`src/rtl/mips_lsu_pkg.sv`:
```
// Shared types, byte-enable constants and op decode helpers for the MIPS load/store unit.
package mips_lsu_pkg;

    typedef enum logic [2:0] {
        LB  = 3'd0,
        LBU = 3'd1,
        LH  = 3'd2,
        LHU = 3'd3,
        LW  = 3'd4,
        SB  = 3'd5,
        SH  = 3'd6,
        SW  = 3'd7
    } lsu_op_t;

    typedef enum logic [1:0] {
        ST_IDLE  = 2'd0,
        ST_ISSUE = 2'd1,
        ST_WAIT  = 2'd2,
        ST_RESP  = 2'd3
    } lsu_state_t;

    localparam logic [3:0] BE_B = 4'b0001;
    localparam logic [3:0] BE_H = 4'b0011;
    localparam logic [3:0] BE_W = 4'b1111;

    function automatic logic op_is_store(input lsu_op_t op);
        return (op == SB) || (op == SH) || (op == SW);
    endfunction

    function automatic logic [3:0] op_be(input lsu_op_t op);
        logic [3:0] be;
        case (op)
            LB, LBU, SB: be = BE_B;
            LH, LHU, SH: be = BE_H;
            default:     be = BE_W;
        endcase
        return be;
    endfunction

    // Halfwords need bit 0 clear, words need bits 1:0 clear; bytes never fault.
    function automatic logic op_misaligned(input lsu_op_t op, input logic [31:0] addr);
        logic bad;
        case (op)
            LH, LHU, SH: bad = addr[0];
            LW, SW:      bad = |addr[1:0];
            default:     bad = 1'b0;
        endcase
        return bad;
    endfunction

endpackage

```
`src/rtl/mips_lsu_fmt.sv`:
```
// Load result formatter: sign/zero extension of the LSB-justified read lanes.
module mips_lsu_fmt
    import mips_lsu_pkg::*;
(
    input  lsu_op_t     op,
    input  logic [31:0] raw,
    output logic [31:0] data
);

    always_comb begin
        data = raw;
        case (op)
            LB:      data = {{24{raw[7]}}, raw[7:0]};
            LBU:     data = {24'd0, raw[7:0]};
            LH:      data = {{16{raw[15]}}, raw[15:0]};
            LHU:     data = {16'd0, raw[15:0]};
            default: data = raw;
        endcase
    end

endmodule

```
`src/rtl/mips_lsu.sv`:
```
// MIPS load/store unit: one outstanding op, IDLE->ISSUE->WAIT->RESP handshake to the bus controller.
// Define MIPS_LSU_ADDR_ERR_EN to fault misaligned halfword/word ops straight to RESP with resp_err.
module mips_lsu
    import mips_lsu_pkg::*;
(
    input  logic        clk,
    input  logic        rst,
    input  logic        op_valid,
    input  logic [2:0]  op_code,
    input  logic [31:0] op_addr,
    input  logic [31:0] op_wdata,
    output logic        op_ready,
    output logic        resp_valid,
    output logic [31:0] resp_data,
    output logic        resp_err,
    output logic [31:0] address,
    output logic [31:0] write_data,
    output logic [3:0]  byteenable,
    output logic        read_select,
    output logic        write_select,
    input  logic [31:0] read_data,
    input  logic        busy
);

    lsu_state_t  state_reg;
    lsu_op_t     op_reg;
    lsu_op_t     op_in;
    logic [31:0] fmt_data;
    logic        err_now;

    assign op_in = lsu_op_t'(op_code);

    mips_lsu_fmt u_fmt (
        .op  (op_reg),
        .raw (read_data),
        .data(fmt_data)
    );

    assign op_ready = (state_reg == ST_IDLE) && !rst;

`ifdef MIPS_LSU_ADDR_ERR_EN
    logic err_reg;
    assign err_now  = op_misaligned(op_in, op_addr);
    assign resp_err = err_reg;
`else
    assign err_now  = 1'b0;
    assign resp_err = 1'b0;
`endif

    always_ff @(posedge clk) begin
        if (rst) begin
            state_reg    <= ST_IDLE;
            op_reg       <= LW;
            read_select  <= 1'b0;
            write_select <= 1'b0;
            resp_valid   <= 1'b0;
            resp_data    <= 32'd0;
            address      <= 32'd0;
            write_data   <= 32'd0;
            byteenable   <= BE_W;
`ifdef MIPS_LSU_ADDR_ERR_EN
            err_reg      <= 1'b0;
`endif
        end else begin
            case (state_reg)
                ST_IDLE: begin
                    if (op_valid) begin
                        if (err_now) begin
                            // Faulting op never reaches the bus; bus-side registers keep their values.
                            resp_valid <= 1'b1;
                            resp_data  <= 32'd0;
`ifdef MIPS_LSU_ADDR_ERR_EN
                            err_reg    <= 1'b1;
`endif
                            state_reg  <= ST_RESP;
                        end else begin
                            op_reg       <= op_in;
                            address      <= op_addr;
                            write_data   <= op_wdata;
                            byteenable   <= op_be(op_in);
                            read_select  <= !op_is_store(op_in);
                            write_select <= op_is_store(op_in);
                            state_reg    <= ST_ISSUE;
                        end
                    end
                end
                ST_ISSUE: begin
                    read_select  <= 1'b0;
                    write_select <= 1'b0;
                    state_reg    <= ST_WAIT;
                end
                ST_WAIT: begin
                    if (!busy) begin
                        resp_data  <= op_is_store(op_reg) ? 32'd0 : fmt_data;
                        resp_valid <= 1'b1;
                        state_reg  <= ST_RESP;
                    end
                end
                ST_RESP: begin
                    resp_valid <= 1'b0;
`ifdef MIPS_LSU_ADDR_ERR_EN
                    err_reg    <= 1'b0;
`endif
                    state_reg  <= ST_IDLE;
                end
                default: state_reg <= ST_IDLE;
            endcase
        end
    end

endmodule

```
`config.mk`:
```
export PLATFORM = sky130hd
export DESIGN_NAME = mips_lsu
export DESIGN_NICKNAME = d
export VERILOG_FILES = /design/src/rtl/mips_lsu_pkg.sv /design/src/rtl/mips_lsu_fmt.sv /design/src/rtl/mips_lsu.sv
export SDC_FILE = /design/constraint.sdc
export NUM_CORES = 1
export LEC_CHECK = 0
export CORE_ASPECT_RATIO = 1.2
export CORE_MARGIN = 2
export CORE_UTILIZATION = 35
export DETAILED_ROUTE_END_ITERATION = 7
export GPL_ROUTABILITY_DRIVEN = 0
export PLACE_DENSITY = 0.7
export SLEW_MARGIN = 20
export SYNTH_ARGS = -nofsm -noshare
export SYNTH_HDL_FRONTEND = slang
export SYNTH_SLANG_ARGS = --single-unit
```
`constraint.sdc`:
```
create_clock -name clk -period 1.69 [get_ports clk]
set_input_delay 0.2535 -clock clk [delete_from_list [all_inputs] [get_ports clk]]
set_output_delay 0.2535 -clock clk [all_outputs]
set_load 0.02 [all_outputs]
```
==> results by group, run 1 <==
Status
  – Status: complete, no violations

STA
  – Final Critical Period: approximately 1.6 ns
  – Hold Slack: around 0.4 ns
  – F_max: between 600 and 700 MHz
  – Period Utilization, post-route: 0.959
  – Final Skew: 0.00754 ns
  – Slew Limit Fails: 0
  – Setup TNS: 0 ns
  – Fin. Hold Viols: 0
  – Setup WS post-layout: a little under 0.07 ns
  – Final setup vio count: 0

Setup path
  – Req. time, crit path: 1.44 ns
  – Worst R2R Setup Slack: 0.13 ns
  – CP endpoint kind: output port
  – Critical Setup Path Class: reg2out
  – CP max FO: 2
  – Family with the most delay on the worst path: buffers and inverters
  – CP cell instances: clkdlybuf4s50_1
  – Slowest stage delay, CP: 0.63 ns
  – Buf/Inv on CP: 1
  – Setup crit start kind: flop
  – Critical path's slowest cell: clkdlybuf4s50_1
  – Worst Path Arrival: 1.37 ns

Yosys
  – Synth Warn #: 0
  – Post-synthesis instance total: between 400 and 500
  – XOR/XNOR Fraction of Synth Area: 0.00220
  – Post-synthesis mux area share: 0.00252
  – Mapped cell area: 3980 um^2
  – Synth top area share: 0.534
  – Simple-Gate Fraction of Synth Area: 0.208
  – Compound-Gate Fraction of Synth Area: 0.191
  – Synth cell types: 37
  – Register bit total from synthesis: 106
  – Largest family of logic cells by synthesized area: simple AND/OR/NAND/NOR gates
  – Syn_nets: between 500 and 600
  – Synth area leaders: dfxtp_1, nand2_1, a21oi_1, a22o_1, nand2b_1
  – Cell taking the most area after synthesis: dfxtp_1
  – Avg Inst Size Synth: 8.50 um^2
  – Register area share after synthesis: 0.534
  – Post-Synth Adder-Cell Area: 0.0126

Placement
  – Hpwl dp: 8.33 mm
  – IO buf count: 205
  – Place WS: -0.0548 ns

Clock network
  – Clock-pin slew on the worst setup and hold paths: approximately 0.070 ns
  – Clk_lat worst skew: about 0.34 ns
  – Max Root-Sink Buffers: 2
  – CTS Hold Bufs: 0
  – Clk sink count: around 110
  – Total CTS buffers: 9
  – H-tree levels: 3
  – CTS root buf: clkbuf_16
  – CTS tree: done

Cells and area
  – Antenna Cells: 0
  – Commonest non-fill, non-tap cell in the layout: clkdlybuf4s50_1
  – Ratio of cells with drive above 1 in the final layout: 0.0555
  – Synth-to-layout area growth: 64.5%
  – Most frequent cells in the layout: clkdlybuf4s50_1, nand2_1, dfxtp_1
  – # nets final: about 770
  – Largest registers: address (32), resp_data (32), write_data (32)

GRT
  – Total global-route track usage: 0.181
  – Total grt overflow: 0
  – Initial antenna violation count: 0
  – First-pass GRT wire length: 17.8 mm
  – Largest net degree at the start of global routing: 63
  – Vias in the first global route: 3682

Power and ir drop
  – Power Total: 8.74 mW
  – Sequential share of power: 0.364
  – Pwr per Cell Area: 1340 nW/um^2
  – Internal Pwr Total: 5.89 mW
  – Leak: 2.48 nW
  – Clock group share of total power: 0.264
  – Comb power frac: 0.372
  – Worst IR Drop VDD: between 0.6 and 0.7 mV
  – Sw power: ~2.8 mW
  – Sw frac: 0.326

Drt
  – WL final: 11.3 mm
  – Routed via count: 3858
  – Pre-Repair DR Iteration Count: 7
  – DRC: 0
  – Via/cell ratio: 4.83
  – WL/cell: 14.1 um
  – Starting DRC count in detailed routing: 99
  – Post-route ant nets: 0

Die
  – CORE AREA: between 10000 and 15000 um^2
  – Die Ht: 121 um
  – Initial Util: 0.360
  – Die Footprint: 12200 um^2
  – Die Wd: 101 um
  – Number of I/O pins: around 210
  – FP Rows: 42

Min path
  – Path category of the worst min-delay check: in2reg

Run
  – Max-cap violations: 0
[area by class of cell]
class / count / area [um^2]
inverter: 3 / 11.3
sequential: 106 / 2120
clock inverter: 3 / 90.1
tap: 132 / 165
fill: 1001 / 4490
timing repair buffer: 222 / 2240
clock buffer: 11 / 233
multi-input combinational: 322 / 1680
[cells in the mapped netlist]
cell type  count
and2_1         1
o21ai_4        1
a221o_1        1
a32oi_1        1
nor3_1         1
nor2_1         4
conb_1         2
ha_1           4
buf_2         14
and3_1         1
o21ba_1        1
or2b_1         4
buf_4          4
buf_6          1
a21boi_0       1
a211o_1        1
or3_1          1
nand2b_1      14
clkbuf_1      15
or4b_1         1
o21ai_1        1
nand3_1        9
a21oi_1       77
nor2b_1        3
dfxtp_1      106
a2111oi_4      1
nand3b_1       2
o21ai_0        9
a22o_1        24
a21o_1         1
nor3b_2        1
o21bai_4       1
mux2i_1        1
buf_1          3
nand2_1      152
xnor2_1        1
inv_1          3
[routing by layer]
metal / GRT usage / up-vias / part of all wire
li1: - / 1937 / -
met1: 0.216 / 1767 / 0.41
met2: 0.301 / 141 / 0.49
met3: 0.0647 / 13 / 0.085
met4: 0.0600 / 0 / 0.017
met5: 0 / - / 0
[power by group through the flow]
stage / combinational (mW) / sequential [mW] / clock (mW)
2_1_floorplan: 1.29 / 3.69 / 0
3_3_place_gp: 3.23 / 3.22 / 0
3_5_place_dp: 3.28 / 3.24 / 0
4_1_cts: 3.28 / 3.19 / 2.36
5_1_grt: 3.52 / 3.24 / 2.46
6_report: 3.25 / 3.18 / 2.31
[repair_timing]
item                       in CTS  in global routing
gates resized for setup         2                  2
setup endpoints to repair       1                  9
hold endpoints to repair        0                  0
buffers inserted                0                  1
pin swaps                       0                  1
[cells by family after synthesis]
family,Yosys count
other,2
buffers and inverters,40
AOI/OAI and AO/OA,120
xor gates and xnor gates,1
adders and majority gates,4
muxes,1
DFF,106
and+or+nand+nor,194
[final timing paths]
check,from,end,cells past startpoint
max,resp_data[10]$_SDFFE_PP0P_,resp_data[10],1
min,rst,resp_data[7]$_SDFFE_PP0P_,3
max reg2reg,state_reg[0]$_SDFFE_PP0P_,resp_data[14]$_SDFFE_PP0P_,7
min reg2reg,address[26]$_SDFFE_PP0P_,address[26]$_SDFFE_PP0P_,2
[stage by stage]
stage	instances	util	instance area (um^2)
floorplan	468	-	3980
global placement	784	0.563	6210
detailed placement	784	0.563	6210
CTS	798	0.592	6530
global route	799	0.593	6540
finish	799	0.593	6540
(Power assumes the default switching activity.)
==> run 2: changes to the inputs <==
CAP_MARGIN = 20   (was default)
CORE_UTILIZATION = 39   (was 35)
MAX_ROUTING_LAYER = met4   (was default)
PLACE_DENSITY = 0.77   (was 0.7)
==> run 2 against run 1 <==
Die area shrank 9.9%. Highest routed layer unchanged. Final cell count decreased by 0.75%. Sequential power about the same.
==> results by group, run 2 (synthesized netlist as in run 1, its figures left out) <==
STA
  – Fin. Hold Viols: 0 (unchanged)
  – Hold Slack: 0.428 ns (was 0.408 ns)
  – F_max: 620 MHz (was 617 MHz)
  – Slew Limit Fails: 0 (unchanged)
  – Period Utilization, post-route: 0.954 (was 0.959)
  – Final Critical Period: 1.61 ns (was 1.62 ns)
  – Final setup vio count: 0 (unchanged)
  – Final Skew: 0.00465 ns (was 0.00754 ns)

Die
  – Die Wd: 96.2 um (was 101 um)
  – Die Ht: 115 um (was 121 um)
  – FP Rows: 40 (was 42)
  – CORE AREA: 9960 um^2 (was 11000 um^2)
  – Die Footprint: 11000 um^2 (was 12200 um^2)
  – Initial Util: 0.399 (was 0.360)
  – Number of I/O pins: 208 (unchanged)

Clock network
  – Clk_lat worst skew: 0.34 ns (about the same)
  – CTS tree: done (unchanged)
  – Max Root-Sink Buffers: 2 (unchanged)
  – Total CTS buffers: 9 (unchanged)
  – Clock-pin slew on the worst setup and hold paths: 0.07 ns (about the same)
  – Clk sink count: 106 (unchanged)
  – CTS root buf: clkbuf_16 (unchanged)
  – H-tree levels: 3 (unchanged)
  – Post-CTS Setup Repair Bufs: 0 (unchanged)
  – CTS Hold Bufs: 0 (unchanged)

Drt
  – Post-route ant nets: 0 (unchanged)
  – Via/cell ratio: 4.90 (was 4.83)
  – Pre-Repair DR Iteration Count: 4 (was 7)
  – WL final: 11.4 mm (was 11.3 mm)
  – Starting DRC count in detailed routing: 118 (was 99)
  – Routed via count: 3882 (was 3858)
  – DRC: 0 (unchanged)
  – WL/cell: 14.3 um (was 14.1 um)

Placement
  – Hpwl dp: 8.20 mm (was 8.33 mm)
  – Placed Cells: 776 (was 784)
  – IO buf count: 205 (unchanged)

GRT
  – First-pass GRT wire length: 17.2 mm (was 17.8 mm)
  – Vias in the first global route: 3660 (was 3682)
  – Initial antenna violation count: 0 (unchanged)
  – Largest net degree at the start of global routing: 86 (was 63)
  – Total grt overflow: 0 (unchanged)
  – Total global-route track usage: 0.204 (was 0.181)

Setup path
  – Family with the most delay on the worst path: buffers and inverters (unchanged)
  – CP cell instances: clkdlybuf4s50_1 (unchanged)
  – Critical Setup Path Class: reg2out (unchanged)
  – RR Endpoint: resp_data[23]$_SDFFE_PP0P_ (was resp_data[14]$_SDFFE_PP0P_)
  – Buf/Inv on CP: 1 (unchanged)
  – Critical path's slowest cell: clkdlybuf4s50_1 (unchanged)
  – Worst R2R Setup Slack: 0.11 ns (was 0.13 ns)
  – R2R cell count: 6 (was 7)
  – Worst r2r src: state_reg[0]$_SDFFE_PP0P_ (unchanged)
  – CP max FO: 3 (was 2)
  – Setup crit start kind: flop (unchanged)
  – Req. time, crit path: 1.44 ns (about the same)
  – Slowest stage delay, CP: 0.63 ns (about the same)
  – CP endpoint kind: output port (unchanged)
  – Worst Path Arrival: 1.36 ns (was 1.37 ns)

Cells and area
  – Seq. cell area: 2120 um^2 (about the same)
  – # nets final: 769 (was 771)
  – Area occupied by multi-input gates: 1680 um^2 (unchanged)
  – Post-route insts no fill: 793 (was 799)
  – Commonest non-fill, non-tap cell in the layout: clkdlybuf4s50_1 (unchanged)
  – Ratio of cells with drive above 1 in the final layout: 0.0555 (unchanged)
  – Most frequent cells in the layout: clkdlybuf4s50_1, nand2_1, dfxtp_1 (unchanged)
  – Fillers: 827 (was 1001)
  – Synth-to-layout area growth: 63.8% (was 64.5%)
  – Largest registers: address (32), resp_data (32), write_data (32) (unchanged)
  – Antenna Cells: 0 (unchanged)

Status
  – Status: complete, no violations (unchanged)

Min path
  – Worst Hold Depth: 3 (unchanged)
  – WHS Endpoint: read_select$_SDFFE_PP0P_ (was resp_data[7]$_SDFFE_PP0P_)
  – Hold Crit Start: rst (unchanged)
  – Path category of the worst min-delay check: in2reg (unchanged)

Power and ir drop
  – Comb power frac: 0.382 (was 0.372)
  – Clock group share of total power: 0.244 (was 0.264)
  – Leak: 2.47 nW (was 2.48 nW)
  – Sw power: 2.86 mW (was 2.85 mW)
  – Sequential share of power: 0.374 (was 0.364)
  – Pwr per Cell Area: 1320 nW/um^2 (was 1340 nW/um^2)
  – Internal Pwr Total: 5.71 mW (was 5.89 mW)
  – Worst IR Drop VDD: 0.589 mV (was 0.617 mV)
  – Sw frac: 0.334 (was 0.326)

Run
  – Max-cap violations: 0 (unchanged)
==> run 2: layout make-up <==
type                    count  area share
clock buffers              14      0.0405
clock inverters             2     0.00538
repair buffers            220       0.345
flip-flops and latches    106       0.326
well taps                 126      0.0242
multi-input cells         322       0.257
inverters                   3     0.00173
==> run 2: worst max-delay path by stage <==
stage | slack (ns) | depth (start not counted) | to | startpoint
after floorplan | 0.13 | 7 | resp_data[12]$_SDFFE_PP0P_ | state_reg[0]$_SDFFE_PP0P_
after global placement | -0.008 | 5 | resp_data[9]$_SDFFE_PP0P_ | busy
after detailed placement | -0.08 | 5 | resp_data[11]$_SDFFE_PP0P_ | busy
after CTS | 0.006 | 4 | op_ready | state_reg[1]$_SDFFE_PP0P_
after global routing | -0.01 | 6 | resp_data[11]$_SDFFE_PP0P_ | state_reg[0]$_SDFFE_PP0P_
final | 0.08 | 1 | byteenable[3] | byteenable[2]$_SDFFE_PP1P_
==> run 2: metrics by stage <==
| step | setup slack, ns | util | area, um^2 | TNS (ns) | power (mW) |
|---|---|---|---|---|---|
| 2_1_floorplan | 0.127 | - | 3980 | 0 | 4.99 |
| 6_report | 0.0784 | 0.654 | 6510 | 0 | 8.58 |
| 3_3_place_gp | -0.00833 | 0.621 | 6190 | -0.0590 | 6.42 |
| 5_1_grt | -0.0113 | 0.654 | 6510 | -0.0186 | 9.08 |
| 3_5_place_dp | -0.0771 | 0.621 | 6190 | -0.520 | 6.50 |
| 4_1_cts | 0.00610 | 0.651 | 6490 | 0 | 8.61 |
==> run 2: timing repair <==
action | in CTS | in global routing
gates cloned | 0 | 1
setup endpoints to repair | 6 | 27
gates resized for setup | 3 | 2
==> run 2: power groups by stage <==
stage	combinational, mW	clock (mW)	sequential (mW)
floorplan	1.29	0	3.69
global placement	3.18	0	3.23
detailed placement	3.24	0	3.26
CTS	3.25	2.15	3.21
global route	3.57	2.25	3.26
finish	3.28	2.09	3.21
==> run 2: metal layers <==
| layer | track usage | up-vias | share of wire |
|---|---|---|---|
| li1 | - | 1932 | - |
| met1 | 0.235 | 1807 | 0.41 |
| met2 | 0.347 | 132 | 0.51 |
| met3 | 0.0408 | 11 | 0.072 |
| met4 | 0.0762 | 0 | 0.011 |
| met5 | - | - | 0 |
==> run 2: worst min-delay path, stage by stage <==
cell and delay [ns]:
buf_2 0.12, buf_12 0.22, nor2_1 0.12
